## src/rtl/adder_bist.sv

```systemverilog
// Built-in self test for a 16-bit combinational adder. Pseudo-random operands
// from a 32-bit LFSR drive the adder; each returned sum is compared against a
// golden sum that was registered along with the operands.
module adder_bist #(
  parameter logic [31:0] SEED = 32'h0000_0001
) (
  input  logic        clk,
  input  logic        rst_n,
  input  logic        start,
  input  logic [15:0] num_vec,
  output logic [15:0] dut_a,
  output logic [15:0] dut_b,
  output logic        dut_cin,
  input  logic [15:0] dut_sum,
  input  logic        dut_cout,
  output logic        busy,
  output logic        done,
  output logic        pass,
  output logic [15:0] err_count,
  output logic [15:0] first_fail,
  output logic [1:0]  state_dbg
);

  // Handshake: start is a level that is sampled only in IDLE or DONE, together
  // with num_vec; there is no ready/acknowledge, and start seen in RUN is dropped.

  // A zero LFSR state would lock up, so a zero seed is replaced by 1.
  localparam logic [31:0] SEED_EFF = (SEED == 32'd0) ? 32'h0000_0001 : SEED;

  typedef enum logic [1:0] {
    S_IDLE = 2'd0,
    S_RUN  = 2'd1,
    S_DONE = 2'd2
  } state_t;

  state_t      state_q, state_d;
  logic [31:0] lfsr_q;
  logic [15:0] index_q;
  logic [15:0] num_lat_q;
  logic [16:0] golden_q;

  logic        load_run;
  logic        zero_run;
  logic        step;
  logic        last_vec;
  logic        mismatch;
  logic [31:0] lfsr_next;
  logic [15:0] idx_next;
  logic [16:0] seed_gold;
  logic [16:0] next_gold;

  assign lfsr_next = {lfsr_q[30:0], lfsr_q[31] ^ lfsr_q[21] ^ lfsr_q[1] ^ lfsr_q[0]};
  assign idx_next  = index_q + 16'd1;
  assign seed_gold = {1'b0, SEED_EFF[31:16]} + {1'b0, SEED_EFF[15:0]};
  assign next_gold = {1'b0, lfsr_next[31:16]} + {1'b0, lfsr_next[15:0]} + {16'd0, idx_next[0]};
  assign last_vec  = (index_q == (num_lat_q - 16'd1));
  assign mismatch  = ({dut_cout, dut_sum} != golden_q);

  assign busy      = (state_q == S_RUN);
  assign done      = (state_q == S_DONE);
  assign pass      = (state_q == S_DONE) && (err_count == 16'd0);
  assign state_dbg = state_q;

  // State register.
  always_ff @(posedge clk) begin
    if (!rst_n) state_q <= S_IDLE;
    else        state_q <= state_d;
  end

  // Next-state decode and datapath control strobes.
  always_comb begin
    state_d  = state_q;
    load_run = 1'b0;
    zero_run = 1'b0;
    step     = 1'b0;
    case (state_q)
      S_IDLE, S_DONE: begin
        if (start) begin
          if (num_vec != 16'd0) begin
            state_d  = S_RUN;
            load_run = 1'b1;
          end else begin
            state_d  = S_DONE;
            zero_run = 1'b1;
          end
        end
      end
      S_RUN: begin
        if (last_vec) state_d = S_DONE;
        else          step    = 1'b1;
      end
      default: state_d = S_IDLE;
    endcase
  end

  // Vector generation, golden registration and result accumulation.
  always_ff @(posedge clk) begin
    if (!rst_n) begin
      lfsr_q     <= SEED_EFF;
      dut_a      <= 16'd0;
      dut_b      <= 16'd0;
      dut_cin    <= 1'b0;
      golden_q   <= 17'd0;
      index_q    <= 16'd0;
      num_lat_q  <= 16'd0;
      err_count  <= 16'd0;
      first_fail <= 16'hFFFF;
    end else if (load_run) begin
      lfsr_q     <= SEED_EFF;
      dut_a      <= SEED_EFF[31:16];
      dut_b      <= SEED_EFF[15:0];
      dut_cin    <= 1'b0;
      golden_q   <= seed_gold;
      index_q    <= 16'd0;
      num_lat_q  <= num_vec;
      err_count  <= 16'd0;
      first_fail <= 16'hFFFF;
    end else if (zero_run) begin
      err_count  <= 16'd0;
      first_fail <= 16'hFFFF;
    end else if (state_q == S_RUN) begin
      if (mismatch) begin
        if (err_count != 16'hFFFF) err_count <= err_count + 16'd1;
        if (first_fail == 16'hFFFF) first_fail <= index_q;
      end
      if (step) begin
        lfsr_q   <= lfsr_next;
        dut_a    <= lfsr_next[31:16];
        dut_b    <= lfsr_next[15:0];
        dut_cin  <= idx_next[0];
        golden_q <= next_gold;
        index_q  <= idx_next;
      end
    end
  end

endmodule

```

## config.mk

```make
export PLATFORM = sky130hd
export DESIGN_NAME = adder_bist
export DESIGN_NICKNAME = d
export VERILOG_FILES = /design/src/rtl/adder_bist.sv
export SDC_FILE = /design/constraint.sdc
export NUM_CORES = 1
export LEC_CHECK = 0
export BUFFER_PORTS_ARGS = -buffer_cell sky130_fd_sc_hd__buf_2
export CAP_MARGIN = 10
export CORE_UTILIZATION = 45
export CTS_CLUSTER_SIZE = 28
export DETAILED_ROUTE_END_ITERATION = 8
export GPL_TIMING_DRIVEN = 0
export PLACE_DENSITY_LB_ADDON = 0.12
export SYNTH_ARGS = -nofsm -noshare
export SYNTH_HDL_FRONTEND = slang
export SYNTH_SLANG_ARGS = --single-unit
export TNS_END_PERCENT = 10
```

## constraint.sdc

```tcl
create_clock -name clk -period 6.9 [get_ports clk]
set_input_delay 1.035 -clock clk [delete_from_list [all_inputs] [get_ports clk]]
set_output_delay 1.035 -clock clk [all_outputs]
set_load 0.005 [all_outputs]
```

# Word-level counts from Yosys, hierarchy flattened
# Index checks and enable logic that the tools add are counted.
# word_totals
ff_bits	148
in_bits	36
out_inout_bits	70
word_cells	65
# op_classes
add_sub_neg	5
eq_ne	9
mux	20
n_bitwise	5
n_reduce_logical	14
# op_table
operator	count
adder 16 x 1 -> 16 bit, second input constant	2
adder 16 x 16 -> 17 bit	1
adder 17 x 1 -> 17 bit	1
!= test 17 bit	1
== test 16 bit	1
== test 16 bit, second input constant	1
zero test 16 bit	1
2-to-1 mux 1 bit	16
!= test 16 bit, second input constant	1
nonzero test 16 bit	1
subtractor 16 x 1 -> 16 bit, second input constant	1
AND reduction 3 bit	4
2-to-1 mux 2 bit	3
!= test 2 bit, second input constant	2
one-hot mux 2 bit (2 select lines)	1
nonzero test 2 bit	2
OR reduction 2 bit	2
OR reduction 3 bit	1
XOR 1 bit	3
== test 2 x 1 -> 1 bit, second input constant	1
== test 2 bit, second input constant	1
zero test 2 bit	1
!= test 2 x 1 -> 1 bit, second input constant	1
NOT 1 bit	2
2 further kinds	2

# Logic depth before layout (Yosys ltp)
# depth
word_depth	9
ltp_mapped	13
mapped_depth_nobuf	13

# Worst setup path before layout
# Ideal clock, no wire load.
# synth_path
path_kind	register -> register
start	reg dut_a[5] (netlist name)
end	reg golden_q[14]
setup_time_ps	70
arrival_time_ps	2849
required_ps	6830
slack_ps	3980
stages_incl_launch_ff	14
path_buffers	0
period_less_slack_ps	2920
cell_sequence	dfxtp_1 -> xor2_1 -> xnor2_1 -> fa_1 -> inv_1 -> fa_1 -> nor2b_1 -> o31a_1 -> o2111ai_1 -> nand2_1 -> o41ai_1 -> mux2i_1 -> o21ai_0 -> a21oi_1
# synth_rtl
item	line	rtl
end signal, assigned	113	golden_q <= seed_gold;
end signal, assigned	131	golden_q <= next_gold;
end, declared	40	logic [16:0] golden_q;

==> flow_results.xml <==
<?xml version="1.0" encoding="UTF-8"?>
<metrics>
  <group name="grt">
    <metric name="first_pass_grt_wire_length" unit="microns">25900</metric>
    <metric name="grt_start_max_net_pins" unit="">17</metric>
    <metric name="number_of_antenna_violations_at_the_first_check_in_global_routing" unit="">0</metric>
    <metric name="via_count_of_the_first_global_routing_pass" unit="">5257</metric>
    <metric name="gr-usage-all-layers" unit="%">22.8</metric>
    <metric name="leftover_overflow_at_the_end_of_global_routing" unit="">0</metric>
  </group>
  <group name="worst_setup_path">
    <metric name="highest_delay_cell_along_the_critical_path" unit="">o41ai_1</metric>
    <metric name="maximum_fanout_encountered_on_the_critical_timing_path" unit="">5</metric>
    <metric name="worst_path_most_repeated_cell" unit="">fa_1</metric>
    <metric name="crit_path_end" unit="">golden_q[14]</metric>
    <metric name="timing_worst_setup_path_type" unit="">flop to flop</metric>
    <metric name="timing.critical_path.arrival" unit="ps">3920</metric>
    <metric name="setup.worst_path.start" unit="">dut_a[5]</metric>
    <metric name="critical_path.endpoint_type" unit="">flop</metric>
    <metric name="r2r_start" unit="">dut_a[5]</metric>
    <metric name="r2r_setup_slack" unit="ps">3250</metric>
    <metric name="crit_required" unit="ps">7180</metric>
    <metric name="critical-path-max-stage-delay" unit="ps">770</metric>
    <metric name="cp_cell_sequence" unit="">xor2_1, xnor2_1, fa_1, inv_1, fa_1, nor2b_1, o31a_1, o2111ai_1, nand2_1, o41ai_1, mux2i_1, o21ai_0, a21oi_1</metric>
    <metric name="regToRegEndpoint" unit="">golden_q[14]</metric>
    <metric name="cp-start-kind" unit="">flop</metric>
    <metric name="worstRegToRegCells" unit="">13</metric>
  </group>
  <group name="sta">
    <metric name="timing.final.ws_setup" unit="ps">3250</metric>
    <metric name="final_min_period_over_clock_period" unit="%">52.8</metric>
    <metric name="setup_viol" unit="">0</metric>
    <metric name="worst_slew_pin_slew" unit="ps">948</metric>
    <metric name="fmax" unit="MHz">274</metric>
    <metric name="final_hold_viol_count" unit="">0</metric>
    <metric name="rsz0062_at_grt" unit="">no</metric>
    <metric name="period_needed" unit="ps">3650</metric>
    <metric name="setup_tns" unit="ps">0</metric>
    <metric name="maxSlewHeadroom" unit="%">36.0</metric>
    <metric name="skew" unit="ps">7.89</metric>
    <metric name="slew_viol_final" unit="">0</metric>
  </group>
  <group name="logic_synthesis">
    <metric name="synth_edf_count" unit="">0</metric>
    <metric name="asyncSetResetFlopFracSynth" unit="%">0</metric>
    <metric name="synthDistinctLibCells" unit="">59</metric>
    <metric name="synth.yosys.warnings" unit="">0</metric>
    <metric name="dominantRegCellSynth" unit="">dfxtp_1</metric>
    <metric name="yosys_register_bits" unit="">116</metric>
    <metric name="syn-instance-count" unit="">730</metric>
    <metric name="synth_sequential_area_ratio" unit="%">36.6</metric>
    <metric name="synth_area" unit="sq um">6340</metric>
    <metric name="synth.avg_cell_area" unit="sq um">8.69</metric>
    <metric name="synth.net_count" unit="">787</metric>
  </group>
  <group name="cells_and_area">
    <metric name="layout.filler_cells" unit="">1298</metric>
    <metric name="final_cell_mix" unit="">dfxtp_1 (116), buf_2 (106), nor2_1 (84)</metric>
    <metric name="flow.area_growth_from_synthesis" unit="%">21.2</metric>
    <metric name="final_common_cell" unit="">dfxtp_1</metric>
    <metric name="antenna_cells" unit="">0</metric>
    <metric name="drive_above_1_share" unit="%">21.9</metric>
    <metric name="design.final.nets" unit="">911</metric>
  </group>
  <group name="route">
    <metric name="wl_met2" unit="microns">7910</metric>
    <metric name="wl_met3" unit="microns">735</metric>
    <metric name="wl" unit="microns">16100</metric>
    <metric name="detail-route-antenna-nets" unit="">0</metric>
    <metric name="vias" unit="">5592</metric>
    <metric name="top_layer_used" unit="">met4</metric>
    <metric name="drc" unit="">0</metric>
    <metric name="routedLengthMet1" unit="microns">7250</metric>
    <metric name="detailedRoute.firstPassIterationCount" unit="">5</metric>
    <metric name="dr.first_iter.drc_count" unit="">277</metric>
    <metric name="vias_per_cell" unit="">5.34</metric>
    <metric name="avgRoutedWirePerCell" unit="microns">15.4</metric>
  </group>
  <group name="clock_network">
    <metric name="clk_latency" unit="ps">410</metric>
    <metric name="post_cts_buffers" unit="">0</metric>
    <metric name="cts-buffers-inserted" unit="">17</metric>
    <metric name="cts_hold_buffers" unit="">0</metric>
    <metric name="clk_transition_reported_paths" unit="ps">50</metric>
    <metric name="cts-root-to-sink-buffers" unit="">2</metric>
    <metric name="clock_sinks" unit="">116</metric>
    <metric name="clock-root-buffer" unit="">clkbuf_16</metric>
    <metric name="cts_max_level" unit="">4</metric>
    <metric name="cts_repair_resize_count" unit="">0</metric>
    <metric name="cts_tree" unit="">done</metric>
  </group>
  <group name="hold_path">
    <metric name="min-delay-start" unit="">golden_q[12]</metric>
    <metric name="hold_path_class" unit="">flop to flop</metric>
  </group>
  <group name="pwr">
    <metric name="fraction_of_power_consumed_by_combinational_cells" unit="%">13.0</metric>
    <metric name="power.leakage" unit="nW">3.34</metric>
    <metric name="swShare" unit="%">25.2</metric>
    <metric name="power_report.internal_total" unit="mW">1.38</metric>
    <metric name="worst_ir_drop_vdd" unit="uV">142</metric>
    <metric name="clockPowerShare" unit="%">47.9</metric>
    <metric name="power.sequential.fraction" unit="%">39.1</metric>
    <metric name="total_switching_power" unit="mW">0.465</metric>
    <metric name="powerDensity" unit="nW/um^2">241</metric>
  </group>
  <group name="floorplanning">
    <metric name="placeableCoreArea" unit="sq um">13800</metric>
    <metric name="width_of_the_chip" unit="microns">121</metric>
    <metric name="initial_utilization" unit="%">45.9</metric>
    <metric name="placementRows" unit="">43</metric>
    <metric name="ioPinCount" unit="">106</metric>
    <metric name="floorplan.die.height" unit="microns">121</metric>
    <metric name="floorplan.die_area" unit="sq um">14600</metric>
  </group>
  <group name="run">
    <metric name="max_cap_viol_count" unit="">0</metric>
  </group>
  <group name="placement">
    <metric name="post-dp-hpwl" unit="microns">12100</metric>
    <metric name="port_buffers" unit="">105</metric>
    <metric name="dpl_worst_slack" unit="ps">3350</metric>
    <metric name="globalplace.congestion" unit="">0.875</metric>
  </group>
  <group name="status">
    <metric name="status" unit="">finished, final reports clean</metric>
  </group>
</metrics>
[how the worst min path moves through the flow]
stage                    to  depth (start not counted)
2_1_floorplan  golden_q[10]                          2
3_3_place_gp    golden_q[7]                          2
3_5_place_dp   golden_q[12]                          2
4_1_cts        golden_q[11]                          2
5_1_grt        golden_q[13]                          2
6_report       golden_q[12]                          2
[worst max-delay path: cells and delay by family, from the launching register on]
kind            cells  cell delay [ps]
flops               1              410
xor+xnor            2              390
buf+inv             1               90
simple gates        2              170
mux                 1              220
fa+ha+maj           2              650
compound gates      5             1570
[logic make-up after synthesis]
family / synth area share [%]
AND/OR/NAND/NOR: 22.0
AO/OA/AOI/OAI: 11.9
flip-flops: 36.6
buffers and inverters: 7.42
XOR/XNOR: 8.56
multiplexers: 9.15
adder cells (fa/ha/maj): 4.38
[per-layer routing]
metal / up-vias / GRT usage, %
met1: 2640 / 28.0
met3: 23 / 4.91
li1: 2780 / -
met4: 0 / 7.41
met5: - / 0
met2: 149 / 39.6
[power by group through the flow]
stage          Clock [mW]  Sequential [mW]  Combinational (mW)
2_1_floorplan           0            0.732               0.168
3_3_place_gp            0            0.735               0.236
3_5_place_dp            0            0.736               0.241
4_1_cts             0.904            0.722               0.243
5_1_grt             0.933            0.726               0.269
6_report            0.886            0.722               0.241
[sequential cells by signal, summed over array words and instances, names as in the netlist]
register / cells
num_lat_q: 16
index_q: 16
first_fail: 16
dut_a: 16
golden_q: 17
err_count: 16
dut_b: 15
lfsr_q: 2
state_dbg: 2
[layout make-up]
| cell class | count | area (sq um) | share of cell area, % |
|---|---|---|---|
| timing repair buffer | 105 | 526 | 6.84 |
| inverter | 17 | 63.8 | 0.830 |
| sequential | 116 | 2320 | 30.2 |
| buffer | 60 | 407 | 5.29 |
| clock inverter | 11 | 133 | 1.73 |
| multi-input combinational | 537 | 3550 | 46.2 |
| tap | 180 | 225 | 2.93 |
| clock buffer | 21 | 460 | 5.99 |
[cell usage after synthesis (2+ instances only)]
cell,instances,area share [%]
and2_1,4,0.39
nand2b_1,9,0.89
a21o_1,7,0.83
nand3_1,16,1.3
o211ai_1,6,0.71
xnor2_1,46,6.4
nor4b_1,2,0.28
a31o_2,4,0.55
fa_1,2,0.63
or3_1,13,1.3
nor4_1,13,1.3
nor3_1,14,1.1
ha_1,19,3.7
o2111ai_1,4,0.55
buf_4,31,3.7
and3_1,4,0.39
xor2_1,16,2.2
a21oi_1,35,2.8
nor2b_1,24,2.4
a41o_1,2,0.32
clkbuf_1,18,1.1
buf_6,4,0.71
and4_1,2,0.28
or2_2,4,0.39
nor2_1,84,5.0
a31oi_1,4,0.39
o21a_1,4,0.47
nand4_1,20,2.0
inv_1,17,1.0
dfxtp_1,116,37
a211oi_1,5,0.59
o21ai_0,30,2.4
buf_8,3,0.71
nand2_1,61,3.6
o31ai_1,2,0.24
buf_1,3,0.18
nor3b_1,3,0.36
mux2i_1,58,9.2
[stage by stage]
stage | hold slack (ps) | power [mW] | instances | utilization [%] | area [sq um]
final | 470 | 1.85 | 1047 | 55.6 | 7690
after global routing | 496 | 1.93 | 1047 | 55.6 | 7690
after CTS | 472 | 1.87 | 1047 | 55.6 | 7690
after detailed placement | 465 | 0.978 | 1015 | 51.3 | 7090
after global placement | 452 | 0.970 | 1015 | 51.3 | 7090
after floorplan | 444 | 0.899 | 730 | - | 6340
Power figures use the tool's default switching activity.
